==> config.mk <==
export PLATFORM = sky130hd
export DESIGN_NAME = xext_bus_master
export DESIGN_NICKNAME = d
export VERILOG_FILES = /design/src/rtl/xext_bus_master.sv
export SDC_FILE = /design/constraint.sdc
export NUM_CORES = 1
export LEC_CHECK = 0
export CAP_MARGIN = 20
export CORE_ASPECT_RATIO = 0.8
export CORE_MARGIN = 2
export CORE_UTILIZATION = 39
export CTS_CLUSTER_SIZE = 10
export DETAILED_ROUTE_END_ITERATION = 10
export PLACE_DENSITY = 0.75
export RECOVER_POWER = 100
export SYNTH_ARGS = -nofsm -noshare
export SYNTH_HDL_FRONTEND = slang
export SYNTH_SLANG_ARGS = --single-unit
==> constraint.sdc <==
create_clock -name clk -period 1.28 [get_ports clk]
set_input_delay 0.256 -clock clk [delete_from_list [all_inputs] [get_ports clk]]
set_output_delay 0.256 -clock clk [all_outputs]
set_load 0.01 [all_outputs]
==> src/rtl/xext_bus_master.sv <==
// xext_bus_master: single-outstanding initiator for the external peripheral bus.
// Optional macro XEXT_ADDR_CHECK_EN rejects commands outside the peripheral map with rsp_err.
`ifndef EXT_ADDR_W
`define EXT_ADDR_W 8
`endif
`ifndef DATA_W
`define DATA_W 8
`endif
`ifndef SWITCH_BASE
`define SWITCH_BASE 8'h10
`endif
`ifndef BUTTON_BASE
`define BUTTON_BASE 8'h11
`endif
`ifndef LFSR_BASE
`define LFSR_BASE 8'h12
`endif
`ifndef LED_BASE
`define LED_BASE 8'h20
`endif
`ifndef DISPLAY0
`define DISPLAY0 8'h30
`endif
`ifndef DISPLAY1
`define DISPLAY1 8'h31
`endif
`ifndef DISPLAY2
`define DISPLAY2 8'h32
`endif
`ifndef DISPLAY3
`define DISPLAY3 8'h33
`endif

module xext_bus_master #(
  parameter int WAIT_CYCLES = 1
) (
  input  logic                   clk,
  input  logic                   rst_n,
  input  logic                   cmd_valid,
  output logic                   cmd_ready,
  input  logic                   cmd_we,
  input  logic [`EXT_ADDR_W-1:0] cmd_addr,
  input  logic [`DATA_W-1:0]     cmd_wdata,
  output logic                   rsp_valid,
  input  logic                   rsp_ready,
  output logic [`DATA_W-1:0]     rsp_rdata,
  output logic                   rsp_err,
  output logic [`EXT_ADDR_W-1:0] ext_addr,
  output logic                   ext_rd_en,
  output logic                   ext_wr_en,
  output logic [`DATA_W-1:0]     ext_wdata,
  input  logic [`DATA_W-1:0]     ext_rdata
);

  localparam logic [1:0] ST_IDLE   = 2'd0;
  localparam logic [1:0] ST_SETUP  = 2'd1;
  localparam logic [1:0] ST_STROBE = 2'd2;
  localparam logic [1:0] ST_RESP   = 2'd3;

  localparam logic [3:0] WAIT_LD = 4'(WAIT_CYCLES);

  logic [1:0]             state_q, state_d;
  logic [3:0]             cnt_q, cnt_d;
  logic                   we_q, we_d;
  logic [`EXT_ADDR_W-1:0] addr_q, addr_d;
  logic [`DATA_W-1:0]     wdata_q, wdata_d;
  logic                   rd_en_q, rd_en_d;
  logic                   wr_en_q, wr_en_d;
  logic                   rsp_valid_q, rsp_valid_d;
  logic [`DATA_W-1:0]     rdata_q, rdata_d;
  logic                   err_q, err_d;
  logic                   accept;
  logic                   cmd_legal;

  assign cmd_ready = (state_q == ST_IDLE);
  assign accept    = cmd_valid && cmd_ready;

`ifdef XEXT_ADDR_CHECK_EN
  // Writes target only the LED and display registers; reads only the input devices.
  always_comb begin
    if (cmd_we) begin
      cmd_legal = (cmd_addr == `LED_BASE) || (cmd_addr == `DISPLAY0) ||
                  (cmd_addr == `DISPLAY1) || (cmd_addr == `DISPLAY2) ||
                  (cmd_addr == `DISPLAY3);
    end else begin
      cmd_legal = (cmd_addr == `SWITCH_BASE) || (cmd_addr == `BUTTON_BASE) ||
                  (cmd_addr == `LFSR_BASE);
    end
  end
`else
  assign cmd_legal = 1'b1;
`endif

  // NOTE: every variable gets a default before the case so no latch is inferred.
  always_comb begin
    state_d     = state_q;
    cnt_d       = cnt_q;
    we_d        = we_q;
    addr_d      = addr_q;
    wdata_d     = wdata_q;
    rd_en_d     = 1'b0;
    wr_en_d     = 1'b0;
    rsp_valid_d = rsp_valid_q;
    rdata_d     = rdata_q;
    err_d       = err_q;

    case (state_q)
      ST_IDLE: begin
        if (accept) begin
          if (!cmd_legal) begin
            rsp_valid_d = 1'b1;
            err_d       = 1'b1;
            rdata_d     = '0;
            state_d     = ST_RESP;
          end else begin
            addr_d = cmd_addr;
            we_d   = cmd_we;
            err_d  = 1'b0;
            cnt_d  = WAIT_LD;
            if (cmd_we) wdata_d = cmd_wdata;
            if (WAIT_LD == 4'd0) begin
              // No setup phase: the strobe register loads on the accept edge.
              state_d = ST_STROBE;
              rd_en_d = !cmd_we;
              wr_en_d = cmd_we;
            end else begin
              state_d = ST_SETUP;
            end
          end
        end
      end
      ST_SETUP: begin
        cnt_d = cnt_q - 4'd1;
        if (cnt_q == 4'd1) begin
          state_d = ST_STROBE;
          rd_en_d = !we_q;
          wr_en_d = we_q;
        end
      end
      ST_STROBE: begin
        rdata_d     = we_q ? '0 : ext_rdata;
        rsp_valid_d = 1'b1;
        state_d     = ST_RESP;
      end
      ST_RESP: begin
        if (rsp_ready) begin
          rsp_valid_d = 1'b0;
          state_d     = ST_IDLE;
        end
      end
      default: state_d = ST_IDLE;
    endcase
  end

  // NOTE: state uses non-blocking assignments so all registers update together;
  // the asynchronous reset also drops strobes mid-transaction without a response.
  always_ff @(posedge clk or negedge rst_n) begin
    if (!rst_n) begin
      state_q     <= ST_IDLE;
      cnt_q       <= '0;
      we_q        <= 1'b0;
      addr_q      <= '0;
      wdata_q     <= '0;
      rd_en_q     <= 1'b0;
      wr_en_q     <= 1'b0;
      rsp_valid_q <= 1'b0;
      rdata_q     <= '0;
      err_q       <= 1'b0;
    end else begin
      state_q     <= state_d;
      cnt_q       <= cnt_d;
      we_q        <= we_d;
      addr_q      <= addr_d;
      wdata_q     <= wdata_d;
      rd_en_q     <= rd_en_d;
      wr_en_q     <= wr_en_d;
      rsp_valid_q <= rsp_valid_d;
      rdata_q     <= rdata_d;
      err_q       <= err_d;
    end
  end

  assign ext_addr  = addr_q;
  assign ext_wdata = wdata_q;
  assign ext_rd_en = rd_en_q;
  assign ext_wr_en = wr_en_q;
  assign rsp_valid = rsp_valid_q;
  assign rsp_rdata = rdata_q;
  assign rsp_err   = err_q;

endmodule
# After elaboration in Yosys (flattened, before gate mapping)
# Index checks and enable logic that the tools add are counted.
dict set report word_totals {
  reg_bits 34
  inputBits 29
  out_inout_bits 29
}
dict set report classes {
  addsub 1
  eq_ne 7
  n_mux 13
  reduce_logical 10
}
# cell count
set ops {}
lappend ops {{8-bit 2-to-1 mux} 1}
lappend ops {{2-bit one-hot mux with 4 select lines} 1}
lappend ops {{4-bit one-hot mux with 2 select lines} 1}
lappend ops {{2-bit 2-to-1 mux} 3}
lappend ops {{2-bit AND reduction} 3}
lappend ops {{3-bit AND reduction} 2}
lappend ops {{1-bit 2-to-1 mux} 5}
lappend ops {{2-bit equality test (second input constant)} 2}
lappend ops {{4-bit by 1-bit equality test with 1-bit output (second input constant)} 1}
lappend ops {{4-bit 2-to-1 mux} 1}
lappend ops {{2-bit != test (second input constant)} 2}
lappend ops {{2-bit nonzero test} 2}
lappend ops {{4-bit by 1-bit subtractor with 4-bit output (second input constant)} 1}
lappend ops {{2-bit by 1-bit equality test with 1-bit output (second input constant)} 1}
lappend ops {{2-bit zero test} 1}
lappend ops {{2-bit by 1-bit != test with 1-bit output (second input constant)} 1}
lappend ops {{1-bit one-hot mux with 2 select lines} 1}
lappend ops {{1-bit logical AND} 1}
lappend ops {{1-bit zero test} 1}

# Logic depth before layout (Yosys ltp)
dict set report depth {
  word_depth 4
  ltp_mapped 6
  ltp_nobuf 5
}

# Worst setup path after synthesis
# OpenSTA, ideal clock, no wires.
dict set report synth_path {
  path_kind {register to register}
  from {register state_q[0]}
  to {register state_q[1]}
  setup_time_ps 125
  arrival_ps 1344
  slack_ps -189
  path_stages_with_launch 7
  cell_sequence {dfrtp_1 inv_1 ha_1 buf_6 nand2b_4 o221a_4 mux2_4}
}
dict set report synth_via {
  elab_chain_cells 4
  word_cells_on_any_way 10
  cone_classes {eq/ne: 6; mux: 1; reduce/logical: 3}
}
# element line
set synth_rtl {}
lappend synth_rtl {{start: declaration} 62} ;# logic [1:0] state_q, state_d;
lappend synth_rtl {{start signal: assignment} 170} ;# state_q <= state_d;
lappend synth_rtl {{2-bit zero test *} 75} ;# assign cmd_ready = (state_q == ST_IDLE);
lappend synth_rtl {{via cmd_ready} 40} ;# output logic cmd_ready,
lappend synth_rtl {{1-bit logical AND} 76} ;# assign accept = cmd_valid && cmd_ready;
lappend synth_rtl {{2-bit by 1-bit != test with 1-bit output (no line)} --}
lappend synth_rtl {{3-bit AND reduction (no line)} --}
# The timed path passes the listed nets; every way through them passes the cells marked *.
# A chain may end at the register's enable or synchronous reset.

# Worst setup path in the final report
dict set report layout_path {
  from {register state_q[0]}
  to {register state_q[1]}
}
dict set report layout_via {
  elab_chain_cells 4
  word_cells_on_any_way 10
  cone_classes {eq/ne: 6; mux: 1; reduce/logical: 3}
}
# element line
set layout_rtl {}
lappend layout_rtl {{2-bit zero test} {75, 107}}
lappend layout_rtl {{1-bit logical AND} 76}
lappend layout_rtl {{2-bit by 1-bit != test with 1-bit output (no line)} --}
lappend layout_rtl {{3-bit AND reduction (no line)} --}
# Several ways; a longest one is shown, not always the timed one.

==> run summary <==
CP Cell Sequence - inv_2, ha_4, buf_6, nand2b_4, o221a_4, mux2_4
Fin crit share - 1.15
Chip height - 60.4 um
Crit Path Category - reg -> reg
ANT nets after route - 0
Leading cell types in the layout, fill and taps excluded - 34 x dfrtp_1, 28 x clkdlybuf4s50_1, 27 x dlygate4sd2_1
# hold bufs at CTS - 0
H-Tree Depth - 2
Seq/Total Area, Yosys - 0.549
Violated checks - negative setup slack
Cells after Synth - 127
TritonCTS Buffers - 5
Fin crit period - 1.47 ns
Relative slew margins - 0.429
Reg2Reg Setup Slack - -0.19 ns
Fmax - 681 MHz
Placed Cells - 252
Hold Fails Final Rpt - 0
Area of the multi-input gates - 723 um2
Post-Layout Cell Count - 268
Cell row count - 20
LEAKAGE - 1.23 nW
Total number of vias - 1248
Crit path max-delay cell type - dfrtp_1
Critical Path RT - 1.45 ns
Share of layout cells above drive strength 1 - 0.296
Global route overflow - 0
DRT Pass-1 Iters - 4
Die area - 0.00450 mm2
Largest net degree at the start of global routing - 35
Gr usage total - 0.173
CP peak stage delay - 0.42 ns
Critical path data arrival time - 1.64 ns
Hold Path Class - reg -> reg
Startpoint types - register
# nets final - 247
Final Skew - 0.0155 ns
Unique masters post-synth - 34
Setup WS post-layout - -0.189 ns
Port Buf Inserts - 56
Sink Count - 34
Yosys warns - 0
Total power per unit cell area - 2450 mW/mm2
CTS tree - built
CP Capture Type - register
Register area - 851 um2
Syn nets - 162
FILL cells - 290
Max Cap Viol - 0
Die W - 74.5 um
CP bufs+invs - 2
Core Box Area - 0.00380 mm2
Initial antenna violation count - 0
Final WL - 3830 um
HPWL Detailed - 2470 um
Root Driver - clkbuf_8
VDD IR max - 1.23 mV
Actual slew at the worst max-slew pin - 0.856 ns
Global placer's final weighted congestion - 0.807
First-pass GRT wire length - 5690 um
Mapped cell area - 0.00155 mm2
CP delay by family, top - flip-flops
DR iter-0 viols - 46
Diodes inserted - 0
Crit-path max FO - 5
Initial Util - 0.408
Vias/cell - 4.66
CTS Buffer Depth - 2
Clk pin slew, worst setup/hold paths - 0.08 ns
Mapped Avg Cell Area - 12.2 um2
Clock latency on the worst-skew pair - 0.29 ns
Vias in the first global route - 1178
DR WL/cell - 14.3 um
DRC - 0
Setup violators final - 31
Final Slew Violations - 0
IO Count - 58
Commonest non-fill, non-tap cell in the layout - dfrtp_1
Number of register bits inferred by synthesis - 34
RSZ-0062 raised after global routing - yes
Area grow syn2layout - 65.9%
Status - complete, but fails checks
Final core occ - 0.676
==> final timing paths <==
check / to / cells past startpoint / from
worst max-delay path: state_q[1] / 6 / state_q[0]
worst max register to register: state_q[1] / 6 / state_q[0]
worst min-delay path: ext_addr[6] / 1 / ext_addr[6]
max in group asynchronous: ext_wdata[7] / 2 / rst_n
worst min register to register: ext_addr[6] / 1 / ext_addr[6]
min in group asynchronous: rsp_valid / 2 / rst_n
==> worst register-to-register path, delay by kind of cell (launching register included) <==
kind / cells / cell delay [ns]
flops: 1 / 0.42
fa+ha+maj: 1 / 0.19
compound gates: 1 / 0.19
mux: 1 / 0.30
simple gates: 1 / 0.06
buf+inv: 2 / 0.20
==> stage by stage <==
step | area, um2 | hold slack, ns | total power, mW | setup TNS (ns) | worst slack (ns)
6_report | 2570 | 0.492 | 6.30 | -3.25 | -0.189
5_1_grt | 2570 | 0.509 | 6.70 | -5.13 | -0.234
2_1_floorplan | 1610 | -0.0396 | 3.49 | -0.938 | -0.125
3_3_place_gp | 2370 | 0.473 | 4.93 | -4.44 | -0.266
4_1_cts | 2570 | 0.340 | 6.28 | -2.36 | -0.152
3_5_place_dp | 2370 | 0.482 | 5.08 | -5.55 | -0.299
==> layout make-up <==
cell class | count | share of cell area
tap | 55 | 0.0268
clock buffer | 5 | 0.0268
sequential | 34 | 0.331
inverter | 15 | 0.0219
multi-input combinational | 73 | 0.281
timing repair buffer | 83 | 0.286
clock inverter | 3 | 0.0268
==> repair_timing <==
item	in CTS	in global routing
endpoints found under the setup margin	59	33
endpoints found under the hold margin	0	0
pin swaps	2	2
setup buffers	5	4
gates cloned	1	0
resized for setup	46	5
==> report_power, final <==
| part | switching (mW) | internal [mW] | total, mW |
|---|---|---|---|
| combinational | 1.41 | 1.82 | 3.23 |
| sequential | 0.304 | 1.58 | 1.88 |
| clock | 0.411 | 0.780 | 1.19 |
| total | 2.12 | 4.17 | 6.30 |
==> flip-flops by register name, summed over array words and instances (netlist names) <==
signal and cells:
cnt_q 4, ext_addr 8, ext_rd_en 1, ext_wdata 8
ext_wr_en 1, rsp_rdata 8, rsp_valid 1, state_q 2
we_q 1
==> cell families (layout without fill, tap and decap cells) <==
family	after synthesis	in the layout	share of synthesized area
adders and majority gates	6	6	0.0484
other	1	1	0.00242
and+or+nand+nor	31	32	0.137
buffers and inverters	21	106	0.0605
DFF	34	34	0.549
muxes	19	19	0.139
AOI/OAI and AO/OA	15	15	0.0638
==> cell usage after synthesis <==
master / number / area (um2)
a21oi_1: 2 / 10.0
a311o_1: 1 / 10.0
and2b_4: 1 / 10.0
and3_1: 1 / 6.26
and4_1: 1 / 8.76
buf_2: 3 / 15.0
buf_4: 1 / 7.51
buf_6: 1 / 11.3
clkbuf_1: 1 / 3.75
clkinv_1: 1 / 3.75
conb_1: 1 / 3.75
dfrtp_1: 34 / 851
ha_1: 6 / 75.1
inv_1: 13 / 48.8
inv_2: 1 / 3.75
mux2_1: 16 / 180
mux2_4: 1 / 15.0
mux2i_1: 2 / 20.0
nand2_1: 5 / 18.8
nand2_2: 1 / 6.26
nand2b_4: 1 / 13.8
nand3_4: 1 / 17.5
nand3b_1: 8 / 60.1
nor2_1: 5 / 18.8
nor2b_1: 2 / 12.5
nor3_1: 2 / 10.0
nor3_2: 1 / 10.0
nor3b_1: 1 / 7.51
nor3b_2: 1 / 12.5
o21ai_0: 2 / 10.0
o21ai_1: 7 / 35.0
o221a_4: 1 / 20.0
o22ai_1: 1 / 6.26
o31ai_1: 1 / 7.51
==> metal layers <==
metal | global-route usage | share of wire | up-vias
met5 | 0 | 0 | -
met4 | 0.0306 | 0 | 0
met3 | 0.0648 | 0.081 | 0
met2 | 0.284 | 0.47 | 54
met1 | 0.225 | 0.45 | 596
li1 | - | - | 598
(Power assumes the default switching activity.)
